`src/rtl/game_round_sequencer_pkg.sv`:
```
// Shared state encodings, default timing constants and sizing helper for the
// match-level round sequencer.
package game_round_sequencer_pkg;

  typedef enum logic [1:0] {
    GRS_PLAY       = 2'd0,
    GRS_TIMER      = 2'd1,
    GRS_TALLY      = 2'd2,
    GRS_MATCH_OVER = 2'd3
  } grs_state_e;

  localparam int DEF_PRESCALE         = 25_000_000;
  localparam int DEF_TIMER_UNITS      = 2;
  localparam int DEF_ROUNDS_PER_MATCH = 5;
  localparam int DEF_SCORE_W          = 4;

  // Bits needed to hold values 0..max_val, never less than one.
  function automatic int width_for(input int max_val);
    if ($clog2(max_val + 1) < 1) begin
      return 1;
    end else begin
      return $clog2(max_val + 1);
    end
  endfunction

endpackage

```
`src/rtl/game_round_sequencer_if.sv`:
```
// Handshake between game_master_fsm (master) and the round sequencer (slave).
interface game_round_sequencer_if;

  logic end_of_game_timer_start;
  logic game_won;
  logic end_of_game_timer_running;

  modport master (
    output end_of_game_timer_start,
    output game_won,
    input  end_of_game_timer_running
  );

  modport slave (
    input  end_of_game_timer_start,
    input  game_won,
    output end_of_game_timer_running
  );

endinterface

```
`src/rtl/game_pause_timer.sv`:
```
// Prescaled countdown: load arms it for 'units' periods of PRESCALE cycles,
// tick marks every prescaler wrap and done marks the final one.
module game_pause_timer
  import game_round_sequencer_pkg::*;
#(
  parameter int PRESCALE = DEF_PRESCALE,
  parameter int UNITS_W  = 2
) (
  input  logic               clk,
  input  logic               reset,
  input  logic               load,
  input  logic [UNITS_W-1:0] units,
  output logic               running,
  output logic               tick,
  output logic               done
);

  localparam int               PRE_W   = width_for(PRESCALE - 1);
  localparam logic [PRE_W-1:0] PRE_MAX = PRE_W'(PRESCALE - 1);

  logic [PRE_W-1:0]   pre_r;
  logic [UNITS_W-1:0] units_r;
  logic               active_r;

  assign running = active_r;
  assign tick    = active_r && (pre_r == PRE_MAX);
  assign done    = tick && (units_r == UNITS_W'(1));

  // Prescaler and remaining-unit counters
  always_ff @(posedge clk) begin
    if (!reset) begin
      pre_r    <= {PRE_W{1'b0}};
      units_r  <= {UNITS_W{1'b0}};
      active_r <= 1'b0;
    end else if (load) begin
      pre_r    <= {PRE_W{1'b0}};
      units_r  <= units;
      active_r <= (units != {UNITS_W{1'b0}});
    end else if (tick) begin
      pre_r    <= {PRE_W{1'b0}};
      units_r  <= units_r - UNITS_W'(1);
      active_r <= !done;
    end else if (active_r) begin
      pre_r    <= pre_r + PRE_W'(1);
    end else begin
      pre_r    <= pre_r;
    end
  end

endmodule

```
`src/rtl/game_round_sequencer.sv`:
```
// Match controller above game_master_fsm: runs the end-of-round pause, tallies
// hits/misses and holds the master in its end state once the match is over.
module game_round_sequencer
  import game_round_sequencer_pkg::*;
#(
  parameter int PRESCALE         = DEF_PRESCALE,
  parameter int TIMER_UNITS      = DEF_TIMER_UNITS,
  parameter int ROUNDS_PER_MATCH = DEF_ROUNDS_PER_MATCH,
  parameter int SCORE_W          = DEF_SCORE_W
) (
  input  logic                                  clk,
  input  logic                                  reset,
  input  logic                                  key,
  game_round_sequencer_if.slave                 master_bus,
  output logic                                  flash,
  output logic [SCORE_W-1:0]                    score,
  output logic [SCORE_W-1:0]                    misses,
  output logic [$clog2(ROUNDS_PER_MATCH+1)-1:0] round_num,
  output logic                                  match_over
);

  localparam int ROUND_W = $clog2(ROUNDS_PER_MATCH + 1);
  localparam int UNITS_W = width_for(TIMER_UNITS);

  grs_state_e         state_r, state_s;
  logic               load_s, tick_s, done_s, timer_running_s, key_rise_s;
  logic               key_q_r, won_r, running_r, flash_r, match_over_r;
  logic [SCORE_W-1:0] score_r, misses_r;
  logic [ROUND_W-1:0] round_r, round_next_s;

  function automatic logic [SCORE_W-1:0] sat_inc(input logic [SCORE_W-1:0] v);
    if (v == {SCORE_W{1'b1}}) begin
      return v;
    end else begin
      return v + SCORE_W'(1);
    end
  endfunction

  game_pause_timer #(
    .PRESCALE (PRESCALE),
    .UNITS_W  (UNITS_W)
  ) u_pause_timer (
    .clk     (clk),
    .reset   (reset),
    .load    (load_s),
    .units   (UNITS_W'(TIMER_UNITS)),
    .running (timer_running_s),
    .tick    (tick_s),
    .done    (done_s)
  );

  assign key_rise_s   = key & ~key_q_r;
  assign round_next_s = round_r + ROUND_W'(1);

  // State register
  always_ff @(posedge clk) begin
    if (!reset) begin
      state_r <= GRS_PLAY;
    end else begin
      state_r <= state_s;
    end
  end

  // Next-state decode; a timer that stops without done falls back to PLAY
  always_comb begin
    state_s = state_r;
    load_s  = 1'b0;
    case (state_r)
      GRS_PLAY: begin
        if (master_bus.end_of_game_timer_start) begin
          state_s = GRS_TIMER;
          load_s  = 1'b1;
        end else begin
          state_s = GRS_PLAY;
        end
      end
      GRS_TIMER: begin
        if (done_s) begin
          state_s = GRS_TALLY;
        end else if (!timer_running_s) begin
          state_s = GRS_PLAY;
        end else begin
          state_s = GRS_TIMER;
        end
      end
      GRS_TALLY: begin
        if (round_next_s == ROUND_W'(ROUNDS_PER_MATCH)) begin
          state_s = GRS_MATCH_OVER;
        end else begin
          state_s = GRS_PLAY;
        end
      end
      GRS_MATCH_OVER: begin
        if (key_rise_s) begin
          state_s = GRS_PLAY;
        end else begin
          state_s = GRS_MATCH_OVER;
        end
      end
      default: begin
        state_s = GRS_PLAY;
      end
    endcase
  end

  // Registered outputs, won latch, key edge register and match counters
  always_ff @(posedge clk) begin
    if (!reset) begin
      key_q_r      <= 1'b0;
      won_r        <= 1'b0;
      running_r    <= 1'b0;
      flash_r      <= 1'b0;
      match_over_r <= 1'b0;
      score_r      <= {SCORE_W{1'b0}};
      misses_r     <= {SCORE_W{1'b0}};
      round_r      <= {ROUND_W{1'b0}};
    end else begin
      key_q_r      <= key;
      running_r    <= (state_s == GRS_TIMER) || (state_s == GRS_MATCH_OVER);
      match_over_r <= (state_s == GRS_MATCH_OVER);
      if (state_s != GRS_TIMER) begin
        flash_r <= 1'b0;
      end else if (tick_s) begin
        flash_r <= ~flash_r;
      end else begin
        flash_r <= flash_r;
      end
      if (state_r == GRS_TIMER) begin
        won_r <= won_r | master_bus.game_won;
      end else if (state_r == GRS_TALLY) begin
        won_r <= 1'b0;
      end else begin
        won_r <= won_r;
      end
      if (state_r == GRS_TALLY) begin
        score_r  <= won_r ? sat_inc(score_r) : score_r;
        misses_r <= won_r ? misses_r : sat_inc(misses_r);
        round_r  <= round_next_s;
      end else if ((state_r == GRS_MATCH_OVER) && key_rise_s) begin
        score_r  <= {SCORE_W{1'b0}};
        misses_r <= {SCORE_W{1'b0}};
        round_r  <= {ROUND_W{1'b0}};
      end else begin
        round_r  <= round_r;
      end
    end
  end

  assign master_bus.end_of_game_timer_running = running_r;
  assign flash      = flash_r;
  assign score      = score_r;
  assign misses     = misses_r;
  assign round_num  = round_r;
  assign match_over = match_over_r;

endmodule

```
`src/flat_wrapper.sv`:
```
// flat-port wrapper written by rule: the top's interface ports become plain ports
module game_round_sequencer_flat import game_round_sequencer_pkg::*;
#(
  parameter int PRESCALE         = DEF_PRESCALE,
  parameter int TIMER_UNITS      = DEF_TIMER_UNITS,
  parameter int ROUNDS_PER_MATCH = DEF_ROUNDS_PER_MATCH,
  parameter int SCORE_W          = DEF_SCORE_W
)
  (clk, reset, key, flash, score, misses, round_num, match_over, master_bus_end_of_game_timer_start, master_bus_game_won, master_bus_end_of_game_timer_running);
  game_round_sequencer_if master_bus_i ();
  input  logic clk;
  input  logic reset;
  input  logic key;
  output logic flash;
  output logic [SCORE_W-1:0] score;
  output logic [SCORE_W-1:0] misses;
  output logic [$clog2(ROUNDS_PER_MATCH+1)-1:0] round_num;
  output logic match_over;
  input wire logic [$bits(master_bus_i.end_of_game_timer_start)-1:0] master_bus_end_of_game_timer_start;
  input wire logic [$bits(master_bus_i.game_won)-1:0] master_bus_game_won;
  output wire logic [$bits(master_bus_i.end_of_game_timer_running)-1:0] master_bus_end_of_game_timer_running;
  assign master_bus_i.end_of_game_timer_start = master_bus_end_of_game_timer_start;
  assign master_bus_i.game_won = master_bus_game_won;
  assign master_bus_end_of_game_timer_running = master_bus_i.end_of_game_timer_running;
  game_round_sequencer #(.PRESCALE(PRESCALE), .TIMER_UNITS(TIMER_UNITS), .ROUNDS_PER_MATCH(ROUNDS_PER_MATCH), .SCORE_W(SCORE_W)) u_core (.clk(clk), .reset(reset), .key(key), .master_bus(master_bus_i), .flash(flash), .score(score), .misses(misses), .round_num(round_num), .match_over(match_over));
endmodule
```
`config.mk`:
```
export PLATFORM = sky130hd
export DESIGN_NAME = game_round_sequencer_flat
export DESIGN_NICKNAME = d
export VERILOG_FILES = /design/src/rtl/game_round_sequencer_pkg.sv /design/src/rtl/game_round_sequencer_if.sv /design/src/rtl/game_pause_timer.sv /design/src/rtl/game_round_sequencer.sv /design/src/flat_wrapper.sv
export SDC_FILE = /design/constraint.sdc
export NUM_CORES = 1
export LEC_CHECK = 0
export CAP_MARGIN = 25
export CORE_ASPECT_RATIO = 1.1
export CORE_MARGIN = 1.5
export CORE_UTILIZATION = 40
export CTS_CLUSTER_DIAMETER = 150
export DETAILED_ROUTE_END_ITERATION = 10
export PLACE_DENSITY = 0.61
export SLEW_MARGIN = 0
export SYNTH_ARGS = -nofsm -noshare
export SYNTH_HDL_FRONTEND = slang
export SYNTH_SLANG_ARGS = --single-unit
export TNS_END_PERCENT = 30
```
`constraint.sdc`:
```
create_clock -name clk -period 2.7 [get_ports clk]
set_input_delay 0.54 -clock clk [delete_from_list [all_inputs] [get_ports clk]]
set_output_delay 0.54 -clock clk [all_outputs]
set_load 0.01 [all_outputs]
```
# Yosys cells after proc, flatten, opt, wreduce, memory -nomap -nowiden
# Index checks and enable logic that the tools add are counted.
# Widths: inputs -> output; s select.
[op_classes]
n_eq_ne = 15
add_sub_neg = 5
reduce_logical = 14
n_mux = 23
n_bitwise = 5
[op_table]
columns = ["cell", "count"]
rows = [
  ["$mux 4", 7],
  ["$add 25x1->25 const B", 1],
  ["$eq 25x25->1 const B", 1],
  ["$mux 2", 5],
  ["$add 4x1->4 const B", 2],
  ["$eq 4x4->1 const B", 2],
  ["$mux 1", 8],
  ["$pmux 2 s4", 1],
  ["$eq 2x1->1 const B", 3],
  ["$eq 2x2->1 const B", 3],
  ["$mux 3", 2],
  ["$ne 2x2->1 const B", 3],
  ["$reduce_and 3->1", 2],
  ["$reduce_bool 2->1", 3],
  ["$ne 2x1->1 const B", 2],
  ["$reduce_or 2->1", 2],
  ["$add 3x1->3 const B", 1],
  ["$eq 3x3->1 const B", 1],
  ["$logic_and 1x1->1", 3],
  ["$not 1->1", 3],
  ["$reduce_or 3->1", 1],
  ["$logic_not 2->1", 1],
  ["$sub 2x1->2 const B", 1],
  ["$and 1x1->1", 1],
  ["other kinds (3)", 3],
]
[word_totals]
out_inout_bits = 14
reg_bits = 46

# Longest topological paths before layout
# Gate-level depths: netlist (run 1).
[logic_depth]
depth_word = 7
ltp_mapped = 7
mapped_depth_nobuf = 6

# Hierarchy
# From an unflattened synthesis (run 1), not the netlist that was laid out.
[unflattened]
cells_unflattened = 262
area_unflattened_um2 = 2337.2
[modules_own_cells]
columns = ["mod", "cells_each", "n_inst", "area_each_um2", "seq_area_each_um2"]
rows = [
  ["game_pause_timer", 162, 1, 1441.4, 560.5],
  ["game_round_sequencer", 100, 1, 895.9, 340.3],
]

# Worst setup path after synthesis (run 1)
# Ideal clock, no wire load.
[synth_timing]
path_kind = "register to register"
startpoint = "register u_core.u_pause_timer.pre_r[0]"
endpoint = "register u_core.u_pause_timer.pre_r[22]"
path_buffers = 1
setup_slack_ns = 0.665
t_required_ns = 2.634
period_less_slack_ns = 2.035
path_stages_with_launch = 7
arrival_ns = 1.969
cell_sequence = "dfxtp_1 ha_1 nand4_2 or4_4 buf_6 or4_4 a21oi_2"
[synth_via]
elab_chain_len = 3
word_cells_on_any_way = 4
[synth_lines]
columns = ["item", "line", "source"]
rows = [
  ["from (decl)", "game_pause_timer.sv:21", "logic [PRE_W-1:0] pre_r;"],
  ["from (signal assigned)", "game_pause_timer.sv:32", "pre_r <= {PRE_W{1'b0}};"],
  ["from (signal assigned)", "game_pause_timer.sv:36", "pre_r <= {PRE_W{1'b0}};"],
  ["from (signal assigned)", "game_pause_timer.sv:40", "pre_r <= {PRE_W{1'b0}};"],
  ["branches (longest 3 deep; another with $add 25x1->25)", "-", ""],
]
# Several ways; the timed one is not identified.
# A chain may end at the register's enable or synchronous reset.

# Worst setup path in the final report (run 1)
[layout_timing]
startpoint = "register u_core.u_pause_timer.pre_r[0]"
endpoint = "register u_core.u_pause_timer.pre_r[24]"
# Same word-level chain as after synthesis.

==> results.cfg, run 1 <==
[status]
run_status = complete, no violations

[worst_setup_path]
critPathCaptureType = flip-flop
cpPeakStageDelay_ns = 0.58
critPathKind = flip-flop to flip-flop
slowest_stage = or4_4
path_cells = ha_1 -> nand4_2 -> buf_4 -> or4_4 -> or4_1 -> a21oi_1
arrival_ns = 2.44
critPathBufInv = 1
cp_top_family = simple AND/OR/NAND/NOR gates
crit_required_ns = 2.94
startpoint_type = flip-flop
crit_fanout = 11

[synth]
synth_cell_type_count = 42
yosysWarningCount = 0
avgSynthCellArea_um2 = 8.81
ys_top_cells_by_count = dfxtp_1, nor2_1, a21oi_1
ys_ff_latch = 45
syn_area_um2 = 2250
syn_inst = 256
syn_nets = 272
ys_seq_area_share_pct = 40.0
synth_most_common_cell = dfxtp_1
synth.largest_area_cell = dfxtp_1
synth-edff-count = 0
netlist.area_leader.share_pct = 40.0
synthArstFlopShare_pct = 0
synth_ff_type = dfxtp_1
synthTopCellsByArea = dfxtp_1, ha_1, a21oi_1

[floorplan]
start_util_pct = 41.8
fp.dieH_um = 81.7
num_rows = 28
dieArea_um2 = 6100
core_um2 = 5400
fp.dieW_um = 74.6
ios = 19

[sta]
grt_setup_unrepaired = false
period_needed_ns = 2.20
fin_ws_ns = 0.496
fin_skew_ns = 0.0136
tightest_slew_ns = 0.422
relSlewSlack_pct = 71.8
hold_viol_final = 0
finalSetupTns_ns = 0
finalSetupViolCount = 0
fmax_ghz = 0.454
drv_slew = 0
min_period_over_period_pct = 81.6

[power]
ir_drop_v = 0.000249
power.total_mw = 1.20
p_leak_nw = 0.881
power.density_nw_per_um2 = 455

[detailed_routing]
routed_wl_um = 4350
vias = 1836
firstDrtPassIters = 4
first_iter_violations = 54
wire_per_inst_um = 12.3
drc = 0
ant_nets = 0
viasPerCell = 5.19

[job]
max_cap_violations = 0

[global_route]
grt_max_degree = 20
grtUsageTotal_pct = 16.1
antenna_found_initial = 0
grt_pass1_vias = 1707
grt-ovfl-total = 0
grt_pass1_wl_um = 7570

[clock_network]
clockBufferDepth = 2
cts_sinks = 45
cts_root_buf = clkbuf_8
postCtsSetupRepairBufs = 0
numCtsBuffers = 5
clk_pin_slew_worst_paths_ns = 0.09
cts_tree = built
htreeDepth = 2
clock_latency_ns = 0.30
postCtsResizedCells = 0
cts_hold_buf = 0

[layout]
drive_gt1_share_pct = 8.96
area_growth_pct = 17.0
n_antenna_cell = 0
nFillCells = 544
final_nets = 294

[placement]
gp_congestion = 0.744
port_buffers = 18
dp_slack_ns = 0.519
place_hpwl_um = 3110

[worst_hold_path]
hold_path.class = flip-flop to flip-flop
## worst min-delay path: cells and delay by family, from the launching register on
family / cells / cell delay (ns)
AOI/OAI and AO/OA: 1 / 0.05
DFF: 1 / 0.35
and+or+nand+nor: 1 / 0.06
## registers in the layout, indices dropped and copies added, names as in the netlist
name,count
u_core.u_pause_timer.units_r,2
u_core.key_q_r,1
u_core.flash,1
u_core.u_pause_timer.pre_r,25
u_core.misses,4
u_core.score,4
u_core.u_pause_timer.running,1
u_core.match_over,1
u_core.round_num,3
u_core.state_r,2
u_core.won_r,1
## worst paths after layout
| path | startpoint | to | slack (ns) | depth (start not counted) |
|---|---|---|---|---|
| hold / removal | u_core.misses[0]$_SDFFE_PN0P_ | u_core.misses[0]$_SDFFE_PN0P_ | 0.50 | 2 |
| setup reg to reg | u_core.u_pause_timer.pre_r[0]$_SDFFE_PP0P_ | u_core.u_pause_timer.pre_r[24]$_SDFFE_PP0P_ | 0.50 | 6 |
| setup / recovery | u_core.u_pause_timer.pre_r[0]$_SDFFE_PP0P_ | u_core.u_pause_timer.pre_r[24]$_SDFFE_PP0P_ | 0.50 | 6 |
| hold reg to reg | u_core.misses[0]$_SDFFE_PN0P_ | u_core.misses[0]$_SDFFE_PN0P_ | 0.50 | 2 |
## routing by layer
layer  vias up  wire (µm)  track usage (%)
li1        965          -                -
met1       835       2160             20.4
met2        29       1970             25.8
met3         7        143             4.17
met4         0         76             6.55
met5         -          0                0
## power by group
part	internal (mW)	switching, mW
Clock	0.232	0.233
Sequential	0.670	0.00562
Combinational	0.0279	0.0332
Total	0.929	0.272
## layout make-up
cell class	count	area [µm²]	share of cell area, %
sequential	45	901	34.2
inverter	12	45.0	1.71
clock buffer	7	96.3	3.65
clock inverter	1	5.00	0.190
tap	75	93.8	3.56
timing repair buffer	24	245	9.30
multi-input combinational	190	1250	47.4
## metrics by stage
stage / instances / area, µm² / utilization, % / hold WS, ns
after floorplan: 256 / 2250 / - / 0.447
after global placement: 345 / 2510 / 46.5 / 0.471
after detailed placement: 346 / 2540 / 47.0 / 0.477
after CTS: 354 / 2640 / 48.9 / 0.496
after global routing: 354 / 2640 / 48.9 / 0.512
final: 354 / 2640 / 48.9 / 0.500
## logic make-up (layout without fill, tap and decap cells)
kind of cell	Yosys count	in the layout	share of synthesized area, %
buf+inv	21	44	4.55
xor+xnor	17	17	6.60
simple gates	109	109	28.1
compound gates	51	51	13.8
mux	2	2	0.888
flops	45	45	40.0
fa+ha+maj	11	11	6.10
## cells in the final DEF, fill, tap and decap left out, types with 2 or more instances in the layout
cell / netlist / layout
a21oi_1: 18 / 18
a21oi_2: 2 / 2
a22oi_1: 2 / 2
a31oi_1: 4 / 4
and2_1: 2 / 2
and3_1: 4 / 4
and4_1: 2 / 2
buf_4: 2 / 5
clkbuf_8: 0 / 7
clkdlybuf4s50_1: 0 / 18
dfxtp_1: 45 / 45
ha_1: 11 / 11
inv_1: 12 / 12
mux2i_1: 2 / 2
nand2_1: 14 / 14
nand3_1: 13 / 13
nand3b_1: 2 / 2
nand4_1: 9 / 9
nand4bb_1: 2 / 2
nor2_1: 22 / 22
nor2b_1: 3 / 3
nor3_1: 5 / 5
nor3b_1: 2 / 2
o21ai_0: 14 / 14
o31ai_1: 5 / 5
or3_1: 13 / 13
or4_1: 6 / 6
or4_4: 5 / 5
xnor2_1: 9 / 9
xor2_1: 8 / 8
(Power assumes the default switching activity.)
==> run 2: changes to the inputs <==
clock period = 2.3 ns   (was 2.7 ns; I/O delays follow)
==> run 2 against run 1 <==
Effect of this change: register-to-register slack lost 0.32 ns; cell area is 0.19% lower; maximum frequency increased by 3.7%; die area stayed put; routed wire length shrank 0.58%; worst hold slack lost 0.0044 ns; combinational power grew 7.0%; via count increased by 0.49%; critical path depth decreased by 1; sequential share of layout area is 0.065 points higher; critical endpoint unchanged.
==> results.cfg, run 2 (synthesis results as in run 1) <==
[placement]
placedCellCount = 346
dp_slack_ns = 0.208
gp_congestion = 0.787
port_buffers = 18
dpl_cell_area_um2 = 2520
place_hpwl_um = 3240

[clock_network]
cts_tree = built
postCtsSetupRepairBufs = 0
htreeDepth = 2
numCtsBuffers = 5
clockBufferDepth = 2
clock_latency_ns = 0.30
cts_sinks = 45
cts_hold_buf = 0
cts_root_buf = clkbuf_8
postCtsResizedCells = 0
clk_pin_slew_worst_paths_ns = 0.08

[sta]
hold_viol_final = 0
fmax_ghz = 0.471
tightest_slew_ns = 0.375
grt_setup_unrepaired = false
finalSetupTns_ns = 0
fin_skew_ns = 0.0109
fin_hold_ws_ns = 0.495
relSlewSlack_pct = 74.9
period_needed_ns = 2.13
fin_ws_ns = 0.175
drv_slew = 0
min_period_over_period_pct = 92.4
finalSetupViolCount = 0

[worst_setup_path]
critPathKind = flip-flop to flip-flop
rr_worst_depth = 5
cp_top_family = simple AND/OR/NAND/NOR gates
path_cells = ha_1 -> nand4_2 -> or4_4 -> or4_1 -> a21oi_1
startpoint_type = flip-flop
rr_startpoint = u_core.u_pause_timer.pre_r[0]$_SDFFE_PP0P_
rr_endpoint = u_core.u_pause_timer.pre_r[24]$_SDFFE_PP0P_
critPathBufInv = 0
critPathCaptureType = flip-flop
crit_required_ns = 2.53
crit_fanout = 11
arrival_ns = 2.36
slowest_stage = or4_4
r2r_slack_ns = 0.17
cpPeakStageDelay_ns = 0.62

[status]
run_status = complete, no violations

[layout]
largest_reg_flops = 25
design_area_um2 = 2630
final_cells = 354
final_nets = 294
final_common_cell = dfxtp_1
area_growth_pct = 16.8
mostFrequentLayoutCells = dfxtp_1, nor2_1, a21oi_1, clkdlybuf4s50_1
drive_gt1_share_pct = 8.60
top_register = u_core.u_pause_timer.pre_r
n_antenna_cell = 0

[detailed_routing]
wire_per_inst_um = 12.2
vias = 1845
drc = 0
firstDrtPassIters = 4
routed_wl_um = 4320
viasPerCell = 5.21
first_iter_violations = 73
ant_nets = 0

[worst_hold_path]
hold_path.class = flip-flop to flip-flop
min_to = u_core.u_pause_timer.pre_r[24]$_SDFFE_PP0P_
min_from = u_core.u_pause_timer.pre_r[24]$_SDFFE_PP0P_
worstHoldPathCells = 2

[global_route]
grt_pass1_wl_um = 7860
grt_pass1_vias = 1773
antenna_found_initial = 0
grt-ovfl-total = 0
grt_max_degree = 14
grtUsageTotal_pct = 16.5

[power]
power.density_nw_per_um2 = 561
p_leak_nw = 0.877
power_frac_comb_pct = 4.4
p_sw_share_pct = 20.7
ir_drop_v = 0.000290
p_sw_mw = 0.306
pwr-share-clk_pct = 41.7
p_int_mw = 1.17
pwr-share-seq_pct = 53.8

[floorplan]
core_um2 = 5400
start_util_pct = 41.8
dieArea_um2 = 6100
fp.dieH_um = 81.7
fp.dieW_um = 74.6
ios = 19
num_rows = 28

[job]
max_cap_violations = 0
## run 2: through the flow
| stage | utilization [%] | power [mW] |
|---|---|---|
| 6_report | 48.8 | 1.48 |
| 5_1_grt | 48.8 | 1.54 |
| 4_1_cts | 48.8 | 1.51 |
| 3_5_place_dp | 46.6 | 0.879 |
| 3_3_place_gp | 46.6 | 0.878 |
| 2_1_floorplan | - | 0.853 |
## run 2: power by group through the flow
stage | combinational (mW) | sequential, mW | clock, mW
after floorplan | 0.0432 | 0.810 | 0
after global placement | 0.0661 | 0.812 | 0
after detailed placement | 0.0666 | 0.813 | 0
after CTS | 0.0671 | 0.795 | 0.647
after global routing | 0.0747 | 0.796 | 0.670
final | 0.0655 | 0.795 | 0.616
## run 2: layout make-up
cell class                 instances  area [µm²]
clock buffer                       7        86.3
inverter                          12        45.0
fill                             574        2760
timing repair buffer              24         225
clock inverter                     1        30.0
sequential                        45         901
multi-input combinational        190        1250
tap                               75        93.8
## run 2: worst max-delay path by stage
stage / startpoint / end / cells past startpoint
3_3_place_gp: u_core.u_pause_timer.pre_r[0]$_SDFFE_PP0P_ / u_core.u_pause_timer.pre_r[24]$_SDFFE_PP0P_ / 5
2_1_floorplan: u_core.u_pause_timer.pre_r[0]$_SDFFE_PP0P_ / u_core.u_pause_timer.pre_r[22]$_SDFFE_PP0P_ / 6
6_report: u_core.u_pause_timer.pre_r[0]$_SDFFE_PP0P_ / u_core.u_pause_timer.pre_r[24]$_SDFFE_PP0P_ / 5
3_5_place_dp: u_core.u_pause_timer.pre_r[0]$_SDFFE_PP0P_ / u_core.u_pause_timer.pre_r[24]$_SDFFE_PP0P_ / 5
4_1_cts: u_core.u_pause_timer.pre_r[0]$_SDFFE_PP0P_ / u_core.u_pause_timer.pre_r[24]$_SDFFE_PP0P_ / 5
5_1_grt: u_core.u_pause_timer.pre_r[0]$_SDFFE_PP0P_ / u_core.u_pause_timer.pre_r[24]$_SDFFE_PP0P_ / 5
## run 2: worst register-to-register path: stages, from the launching register on
cell	delay, ns
dfxtp_1	0.40
ha_1	0.23
nand4_2	0.18
or4_4	0.62
or4_1	0.48
a21oi_1	0.15
## run 2: layer usage
layer	up-vias	routed length [µm]	global-route usage, %
met5	-	0	0
met2	24	2020	27.9
met4	0	80	6.55
li1	963	-	-
met3	7	97	2.94
met1	851	2120	20.6
==> run 3: changes to the inputs <==
CELL_PAD_IN_SITES_DETAIL_PLACEMENT = 0   (was default)
CELL_PAD_IN_SITES_GLOBAL_PLACEMENT = 1   (was default)
PLACE_DENSITY = 0.75   (was 0.61)
==> run 3 against run 2 <==
Effect of this change: via count up 1.1%; power down 11%; utilization down 0.79 points; register-to-register slack better by 0.05 ns; non-clock buffer count unchanged; clock power down 27%; worst setup slack better by 0.054 ns.
==> results.cfg, run 3 (synthesis results as in run 1) <==
[status]
run_status = complete, no violations

[global_route]
grt_pass1_vias = 1689
grt_max_degree = 18
antenna_found_initial = 0
grtUsageTotal_pct = 15.7
grt_pass1_wl_um = 7420
grt-ovfl-total = 0

[sta]
fmax_ghz = 0.483
fin_hold_ws_ns = 0.500
finalSetupViolCount = 0
tightest_slew_ns = 0.347
period_needed_ns = 2.07
relSlewSlack_pct = 76.6
finalSetupTns_ns = 0
hold_viol_final = 0
grt_setup_unrepaired = false
drv_slew = 0
min_period_over_period_pct = 90.0
fin_skew_ns = 0.00481

[detailed_routing]
wire_per_inst_um = 12.4
viasPerCell = 5.30
firstDrtPassIters = 4
routed_wl_um = 4360
first_iter_violations = 50
vias = 1866
ant_nets = 0
drc = 0

[floorplan]
dieArea_um2 = 6100
fp.dieH_um = 81.7
ios = 19
fp.dieW_um = 74.6
start_util_pct = 41.8
num_rows = 28
core_um2 = 5400

[clock_network]
numCtsBuffers = 5
cts_root_buf = clkbuf_8
postCtsSetupRepairBufs = 0
cts_hold_buf = 0
clock_latency_ns = 0.29
postCtsResizedCells = 0
cts_tree = built
htreeDepth = 2
clk_pin_slew_worst_paths_ns = 0.08
cts_sinks = 45
clockBufferDepth = 2

[worst_hold_path]
min_from = u_core.misses[1]$_SDFFE_PN0P_
hold_path.class = flip-flop to flip-flop
worstHoldPathCells = 2
min_to = u_core.misses[1]$_SDFFE_PN0P_

[worst_setup_path]
rr_endpoint = u_core.u_pause_timer.pre_r[24]$_SDFFE_PP0P_
cpPeakStageDelay_ns = 0.61
rr_worst_depth = 5
critPathCaptureType = flip-flop
r2r_slack_ns = 0.23
startpoint_type = flip-flop
critPathKind = flip-flop to flip-flop
crit_required_ns = 2.53
crit_fanout = 11
path_cells = ha_1 -> nand4_2 -> or4_4 -> or4_1 -> a21oi_1
arrival_ns = 2.30
slowest_stage = or4_4
rr_startpoint = u_core.u_pause_timer.pre_r[0]$_SDFFE_PP0P_

[layout]
design_area_um2 = 2590
top_register = u_core.u_pause_timer.pre_r
drive_gt1_share_pct = 8.30
final_common_cell = dfxtp_1
area_growth_pct = 14.9
mostFrequentLayoutCells = dfxtp_1, nor2_1, a21oi_1, clkdlybuf4s50_1
final_cells = 352
final_nets = 294
n_antenna_cell = 0
nFillCells = 572
fin_util_pct = 48.0
largest_reg_flops = 25

[placement]
placedCellCount = 346
place_hpwl_um = 3230
dpl_cell_area_um2 = 2520
port_buffers = 18
gp_congestion = 0.726

[power]
ir_drop_v = 0.000342
p_leak_nw = 0.857
power.density_nw_per_um2 = 506

[job]
max_cap_violations = 0
==> run 3: changes by cell type in the layout (fill, tap and decap cells not counted), sizes merged <==
cell	change
bufinv	-1
clkbuf	-2
clkinv	+1
==> run 3: through the flow <==
stage          total power, mW  worst slack [ns]
2_1_floorplan            0.853             0.265
3_3_place_gp             0.880             0.289
3_5_place_dp             0.879             0.226
4_1_cts                   1.34             0.210
5_1_grt                   1.36            0.0782
6_report                  1.31             0.229
==> run 3: report_power, final <==
part           internal, mW  switching, mW  total [mW]
clock                 0.200          0.249       0.449
sequential            0.786        0.00751       0.794
combinational        0.0293         0.0374      0.0667
total                  1.02          0.294        1.31
==> run 3: final cells by class <==
| type | instances | area, µm² | area share [%] |
|---|---|---|---|
| timing repair buffer | 24 | 225 | 8.70 |
| clock buffer | 5 | 68.8 | 2.66 |
| tap | 75 | 93.8 | 3.62 |
| multi-input combinational | 190 | 1250 | 48.3 |
| clock inverter | 1 | 5.00 | 0.193 |
| sequential | 45 | 901 | 34.8 |
| inverter | 12 | 45.0 | 1.74 |
==> run 3: worst max-delay path by stage <==
stage                                                     startpoint                                          end  slack, ns  depth (start not counted)
final                     u_core.u_pause_timer.pre_r[0]$_SDFFE_PP0P_  u_core.u_pause_timer.pre_r[24]$_SDFFE_PP0P_       0.23                          5
after global routing      u_core.u_pause_timer.pre_r[0]$_SDFFE_PP0P_  u_core.u_pause_timer.pre_r[24]$_SDFFE_PP0P_       0.08                          5
after CTS                 u_core.u_pause_timer.pre_r[0]$_SDFFE_PP0P_  u_core.u_pause_timer.pre_r[24]$_SDFFE_PP0P_       0.21                          5
after detailed placement  u_core.u_pause_timer.pre_r[0]$_SDFFE_PP0P_  u_core.u_pause_timer.pre_r[24]$_SDFFE_PP0P_       0.23                          5
after global placement    u_core.u_pause_timer.pre_r[0]$_SDFFE_PP0P_  u_core.u_pause_timer.pre_r[24]$_SDFFE_PP0P_       0.29                          5
after floorplan           u_core.u_pause_timer.pre_r[0]$_SDFFE_PP0P_  u_core.u_pause_timer.pre_r[22]$_SDFFE_PP0P_       0.27                          6
==> run 3: worst max-delay path: cells and delay by family, from the launching register on <==
family / cells / cell delay, ns
DFF: 1 / 0.38
AOI/OAI and AO/OA: 1 / 0.14
adders and majority gates: 1 / 0.23
and+or+nand+nor: 3 / 1.25
==> run 3: metal layers <==
metal	wire, µm	vias up	track usage (%)	share of wire [%]
li1	-	969	-	-
met1	2080	869	19.0	48
met2	2070	23	26.9	48
met3	143	5	3.80	3.3
met4	63	0	5.45	1.4
met5	0	-	0	0
